### src/rtl/fxp_pkg.sv
// Shared constants and state encoding for the Q32.32 fixed-point datapath.
package fxp_pkg;

  localparam int W_DEF    = 64;
  localparam int FRAC_DEF = 32;

  localparam logic [63:0] ONE     = 64'h0000_0001_0000_0000;
  localparam logic [63:0] MAX_POS = 64'h7FFF_FFFF_FFFF_FFFF;
  localparam logic [63:0] MAX_NEG = 64'h8000_0000_0000_0000;

  typedef enum logic [1:0] {
    IDLE = 2'd0,
    BUSY = 2'd1,
    FIN  = 2'd2,
    DONE = 2'd3
  } state_e;

endpackage

### src/rtl/fxp_mul_seq_if.sv
// Operand/result valid-ready bundle between the multiplier and its neighbours.
import fxp_pkg::*;

interface fxp_mul_seq_if #(parameter int W = W_DEF);
  logic         in_valid;
  logic         in_ready;
  logic [W-1:0] a;
  logic [W-1:0] b;
  logic         out_valid;
  logic         out_ready;
  logic [W-1:0] c;
  logic         ovf;

  modport master (output in_valid, a, b, out_ready,
                  input  in_ready, out_valid, c, ovf);
  modport slave  (input  in_valid, a, b, out_ready,
                  output in_ready, out_valid, c, ovf);
endinterface

### src/rtl/fxp_mul_step.sv
// One shift-add iteration: adds |a| * (BPC multiplier bits) into the upper half
// of the product accumulator, then shifts the accumulator right by BPC.
module fxp_mul_step #(
  parameter int W   = 64,
  parameter int BPC = 1
) (
  input  logic [2*W-1:0] i_acc,
  input  logic [W-1:0]   i_mag_a,
  input  logic [BPC-1:0] i_bits,
  output logic [2*W-1:0] o_acc
);

  logic [W+BPC-1:0] w_pp;
  logic [W+BPC-1:0] w_sum;

  // The sum cannot exceed 2^(W+BPC)-1, so no carry is lost.
  assign w_pp  = {{BPC{1'b0}}, i_mag_a} * {{W{1'b0}}, i_bits};
  assign w_sum = {{BPC{1'b0}}, i_acc[2*W-1:W]} + w_pp;
  assign o_acc = {w_sum, i_acc[W-1:BPC]};

endmodule

### src/rtl/fxp_mul_seq.sv
// Sequential signed fixed-point multiplier: c = (a*b) >>> FRAC using an
// iterative shift-add over operand magnitudes, valid/ready on both sides.
import fxp_pkg::*;

module fxp_mul_seq #(
  parameter int W        = W_DEF,
  parameter int FRAC     = FRAC_DEF,
  parameter int BPC      = 1,
  parameter bit SATURATE = 1'b0
) (
  input logic          clk,
  input logic          rst,
  fxp_mul_seq_if.slave bus
);

  localparam int NITER = W / BPC;
  localparam int CW    = $clog2(NITER + 1);
  localparam int HW    = 2*W - FRAC;

  state_e         r_state;
  logic [W-1:0]   r_mag_a;
  logic [W-1:0]   r_mag_b;
  logic           r_sign;
  logic [2*W-1:0] r_acc;
  logic [CW-1:0]  r_cnt;
  logic [W-1:0]   r_c;
  logic           r_ovf;
  logic           r_in_ready;
  logic           r_out_valid;

  logic [W-1:0]   w_abs_a;
  logic [W-1:0]   w_abs_b;
  logic [2*W-1:0] w_acc_next;
  logic           w_lo_zero;
  logic [HW-1:0]  w_hi;
  logic [HW-1:0]  w_prod_hi;
  logic           w_ovf;
  logic [W-1:0]   w_c_fin;

  // |-2^(W-1)| wraps to 2^(W-1), which is exact as an unsigned W-bit value.
  assign w_abs_a = bus.a[W-1] ? -bus.a : bus.a;
  assign w_abs_b = bus.b[W-1] ? -bus.b : bus.b;

  fxp_mul_step #(.W(W), .BPC(BPC)) u_step (
    .i_acc   (r_acc),
    .i_mag_a (r_mag_a),
    .i_bits  (r_mag_b[BPC-1:0]),
    .o_acc   (w_acc_next)
  );

  // Two's-complement negation seen only above FRAC: the low bits discarded by
  // the slice contribute just the +1 carry, and only when they are all zero.
  assign w_lo_zero = ~|r_acc[FRAC-1:0];
  assign w_hi      = r_acc[2*W-1:FRAC];
  assign w_prod_hi = r_sign ? (~w_hi + {{(HW-1){1'b0}}, w_lo_zero}) : w_hi;

  assign w_ovf = !((&w_prod_hi[HW-1:W-1]) || (~|w_prod_hi[HW-1:W-1]));

  always_comb begin
    w_c_fin = w_prod_hi[W-1:0];
    if (SATURATE && w_ovf)
      w_c_fin = r_sign ? {1'b1, {(W-1){1'b0}}} : {1'b0, {(W-1){1'b1}}};
  end

  // NOTE: sequential state uses non-blocking assignments only, and the whole
  // datapath is reset along with the FSM so no X can reach c or ovf.
  always_ff @(posedge clk) begin
    if (rst) begin
      r_state     <= IDLE;
      r_mag_a     <= '0;
      r_mag_b     <= '0;
      r_sign      <= 1'b0;
      r_acc       <= '0;
      r_cnt       <= '0;
      r_c         <= '0;
      r_ovf       <= 1'b0;
      r_in_ready  <= 1'b1;
      r_out_valid <= 1'b0;
    end else begin
      case (r_state)
        IDLE: begin
          if (bus.in_valid) begin
            r_mag_a    <= w_abs_a;
            r_mag_b    <= w_abs_b;
            r_sign     <= bus.a[W-1] ^ bus.b[W-1];
            r_acc      <= '0;
            r_cnt      <= CW'(NITER);
            r_in_ready <= 1'b0;
            r_state    <= BUSY;
          end
        end
        BUSY: begin
          r_acc   <= w_acc_next;
          r_mag_b <= r_mag_b >> BPC;
          r_cnt   <= r_cnt - CW'(1);
          if (r_cnt == CW'(1))
            r_state <= FIN;
        end
        FIN: begin
          r_c         <= w_c_fin;
          r_ovf       <= w_ovf;
          r_out_valid <= 1'b1;
          r_state     <= DONE;
        end
        DONE: begin
          if (bus.out_ready) begin
            r_out_valid <= 1'b0;
            r_in_ready  <= 1'b1;
            r_state     <= IDLE;
          end
        end
        default: r_state <= IDLE;
      endcase
    end
  end

  assign bus.in_ready  = r_in_ready;
  assign bus.out_valid = r_out_valid;
  assign bus.c         = r_c;
  assign bus.ovf       = r_ovf;

endmodule

### src/flat_wrapper.sv
// flat-port wrapper written by rule: the top's interface ports become plain ports
module fxp_mul_seq_flat 
#(
  parameter int W        = W_DEF,
  parameter int FRAC     = FRAC_DEF,
  parameter int BPC      = 1,
  parameter bit SATURATE = 1'b0
)
  (clk, rst, bus_in_valid, bus_a, bus_b, bus_out_ready, bus_in_ready, bus_out_valid, bus_c, bus_ovf);
  fxp_mul_seq_if #(.W(W)) bus_i ();
  input logic clk;
  input logic rst;
  input wire logic [$bits(bus_i.in_valid)-1:0] bus_in_valid;
  input wire logic [$bits(bus_i.a)-1:0] bus_a;
  input wire logic [$bits(bus_i.b)-1:0] bus_b;
  input wire logic [$bits(bus_i.out_ready)-1:0] bus_out_ready;
  output wire logic [$bits(bus_i.in_ready)-1:0] bus_in_ready;
  output wire logic [$bits(bus_i.out_valid)-1:0] bus_out_valid;
  output wire logic [$bits(bus_i.c)-1:0] bus_c;
  output wire logic [$bits(bus_i.ovf)-1:0] bus_ovf;
  assign bus_i.in_valid = bus_in_valid;
  assign bus_i.a = bus_a;
  assign bus_i.b = bus_b;
  assign bus_i.out_ready = bus_out_ready;
  assign bus_in_ready = bus_i.in_ready;
  assign bus_out_valid = bus_i.out_valid;
  assign bus_c = bus_i.c;
  assign bus_ovf = bus_i.ovf;
  fxp_mul_seq #(.W(W), .FRAC(FRAC), .BPC(BPC), .SATURATE(SATURATE)) u_core (.clk(clk), .rst(rst), .bus(bus_i));
endmodule
### config.mk
export PLATFORM = sky130hd
export DESIGN_NAME = fxp_mul_seq_flat
export DESIGN_NICKNAME = d
export VERILOG_FILES = /design/src/rtl/fxp_pkg.sv /design/src/rtl/fxp_mul_seq_if.sv /design/src/rtl/fxp_mul_step.sv /design/src/rtl/fxp_mul_seq.sv /design/src/flat_wrapper.sv
export SDC_FILE = /design/constraint.sdc
export NUM_CORES = 1
export LEC_CHECK = 0
export BUFFER_PORTS_ARGS = -buffer_cell sky130_fd_sc_hd__buf_4
export CORE_MARGIN = 1.5
export CORE_UTILIZATION = 55
export DETAILED_ROUTE_END_ITERATION = 6
export GPL_TIMING_DRIVEN = 0
export PLACE_DENSITY = 0.78
export SLEW_MARGIN = 20
export SYNTH_ARGS = -nofsm -noshare
export SYNTH_HDL_FRONTEND = slang
export SYNTH_SLANG_ARGS = --single-unit
export TNS_END_PERCENT = 30
### constraint.sdc
create_clock -name clk -period 4.35 [get_ports clk]
set_input_delay 0.2175 -clock clk [delete_from_list [all_inputs] [get_ports clk]]
set_output_delay 0.2175 -clock clk [all_outputs]
set_load 0.05 [all_outputs]
==> impl_metrics.py <==
metrics = {
    "outcome": {
        "outcome": "finished, violations left",
        "violations": "DRC, setup timing",
    },
    "sta": {
        "hold_violations": 0,
        "hold_ws_ps": 15.6,
        "layout_setup_ws_ps": -185,
        "rsz0062_at_grt": "true",
        "finalCritPeriodShare": 1.04,
        "skew_ps": 21.0,
        "setup_violations": 1,
        "worst_pin_slew_ps": 951,
        "maxSlewViolCount": 0,
        "max_freq_mhz": 220,
        "post-route-min-period_ps": 4540,
        "slew_headroom": 0.366,
    },
    "cts": {
        "numCtsBuffers": 37,
        "cts_root_buf": "clkbuf_16",
        "htree_levels": 2,
        "cts_tree": "yes",
        "cts_sinks": 333,
        "clockBufferDepth": 3,
        "insertion_delay_ps": 560,
        "clkTransAtPathRegs_ps": 60,
    },
    "global_routing": {
        "grt_use_total": 0.348,
        "grt_max_degree": 15,
        "gr-total-overflow": 0,
        "grt_pass1_wl_um": 110000,
        "grt_pass1_vias": 20400,
        "antenna_found_initial": 0,
    },
    "placement": {
        "dpl_cell_area_sq_um": 23300,
        "placed_cells": 3452,
        "hpwl_um": 55300,
        "place_congestion": 0.995,
        "io_buffers": 196,
    },
    "synthesis": {
        "synthCells": 2745,
        "ys_top_cells_by_area": "dfxtp_1, xor2_1, nand2_1",
        "synth_most_common_cell": "dfxtp_1",
        "yosysSeqAreaShare": 0.314,
        "yosys_warnings": 0,
        "ys_top_cells_by_count": "dfxtp_1, nand2_1, nor2_1, xor2_1, o21ai_0",
        "synthesis.nets": 2952,
        "yosys.area.top_type_share": 0.314,
        "ys.flop_type": "dfxtp_1",
        "synthArstFlopShare": 0,
        "synth.largest_area_cell": "dfxtp_1",
        "yosysUniqueCellTypes": 82,
        "synth.cell_area_sq_um": 21200,
        "avgSynthCellArea_sq_um": 7.73,
        "ys_ff_latch": 333,
        "synth-edff-count": 0,
    },
    "cells_and_area": {
        "stdcell_area_sq_um": 25100,
        "final-seq-area_sq_um": 6680,
        "finalCoreUtilization": 0.664,
        "area_growth_pct": 18.5,
        "n_antenna_cell": 0,
        "instances_no_fill": 3543,
        "drive_gt1_frac": 0.125,
        "multi_input_area_sq_um": 14000,
        "fillers": 3333,
        "fin_nets": 3213,
    },
    "worst_setup_path": {
        "required_ps": 4800,
        "startpoint_type": "flip-flop",
        "crit_path_end_kind": "flip-flop",
        "crit_start": "u_core.r_acc[28]",
        "worstReg2RegStart": "u_core.r_acc[28]",
        "arrival_ps": 4990,
        "path_class": "reg2reg",
        "path_max_fanout": 4,
    },
    "die": {
        "die_w_um": 199,
        "die_h_um": 199,
        "io_pins": 199,
        "core_sq_um": 37800,
        "die-area_sq_um": 39800,
        "rows": 71,
        "start_util": 0.561,
    },
    "hold_path": {
        "hold_path.class": "in2reg",
        "worstHoldStart": "bus_a[31]",
    },
    "routing": {
        "drcViolationCount": 3,
        "viasPerCell": 6.23,
        "drtAntennaViolNets": 0,
        "drtIter0Drc": 2184,
        "dr.pass1.iters": 7,
        "routed_wl_um": 71100,
        "vias": 22100,
        "wire_per_inst_um": 20.1,
    },
    "power_and_ir_drop": {
        "power_density_nw_per_um2": 543,
        "static-leakage-power_nw": 10.1,
        "p_total_mw": 13.6,
        "peakVddDrop_mv": 0.277,
    },
    "run": {
        "maxCapViolations": 0,
    },
}
## worst max-delay path, stage by stage, from the launching register on
cell and delay (ps):
dfxtp_4 360, nor4_4 300, nand4_1 170, nor2_2 200
ha_2 220, or4b_4 470, or3_4 370, buf_4 170
nor4_1 560, a41oi_1 240, xor2_1 210, nor4_1 320
nand4_1 140, or4b_1 530, nand3_2 110, a21oi_2 60
## per-stage QoR
step | setup WS, ps | TNS (ps)
floorplan | 142 | 0
global placement | -1080 | -9170
detailed placement | -987 | -7530
CTS | -45.2 | -45.2
global route | -305 | -415
finish | -185 | -185
## final cells by class
type	instances	share of cell area
plain buffers	191	0.0316
clock buffers	48	0.0417
clock inverters	17	0.00806
inverters	37	0.00552
multi-input cells	2183	0.555
flip-flops and latches	333	0.266
well taps	511	0.0254
repair buffers	223	0.0671
## sequential cells by signal, indices dropped and copies added (netlist names)
name and count:
u_core.bus.in_ready 1, u_core.r_state 2, u_core.bus.c 64, u_core.r_acc 128, u_core.r_mag_b 64, u_core.bus.ovf 1, u_core.r_cnt 7, u_core.r_mag_a 64
u_core.r_sign 1, u_core.bus.out_valid 1
## repair_timing
item                                    CTS  global route
endpoints found under the setup margin   21            14
pin swaps                                25            13
buffers inserted                         17             5
hold buffers                              5             0
endpoints found under the hold margin     6             0
gates resized for setup                  48            37
## cell families after synthesis
kind of cell / after synthesis / synth area share
buf+inv: 229 / 0.0435
xor+xnor: 267 / 0.110
compound gates: 814 / 0.253
flops: 333 / 0.314
fa+ha+maj: 75 / 0.0446
mux: 8 / 0.00377
simple gates: 1019 / 0.231
## metal layers
layer / routed length (um) / GRT usage
met5: 0 / 0
met4: 2840 / 0.141
met3: 5580 / 0.0501
met2: 32400 / 0.573
met1: 30300 / 0.459
## power by group
part	total, mW	internal, mW	switching [mW]
combinational	6.20	1.94	4.26
clock	3.25	1.94	1.31
sequential	4.20	3.73	0.473
## worst paths after layout
check | endpoint | slack, ps | cells after the start
setup reg to reg | u_core.bus.ovf | -190 | 15
hold / removal | u_core.r_mag_a[31] | 20 | 3
hold reg to reg | u_core.r_mag_a[44] | 450 | 2
setup / recovery | u_core.bus.ovf | -190 | 15
## placed cells by master, fill, tap and decap left out, types with 7 or more instances in the layout
cell and instances:
dfxtp_1 326, nand2_1 308, nor2_1 290, buf_4 220, xor2_1 205, o21ai_0 181
clkbuf_1 167, a21oi_1 151, a211oi_1 123, a22oi_1 97, and2_1 75, ha_1 72
o31ai_1 64, xnor2_1 60, nor3_1 50, or3_1 45, a21o_1 45, nand4_1 41
nor4_1 39, nand3_1 39, inv_1 37, clkbuf_16 37, or4_1 31, o41ai_1 30
a31oi_1 17, o21bai_1 16, or2_2 13, nand2b_1 11, buf_1 11, and3_1 11
a221oi_1 11, o211ai_1 11, clkbuf_8 11, mux2i_1 8, clkinv_2 8, o21a_1 7
No activity file was read; power rests on OpenSTA's default activity.
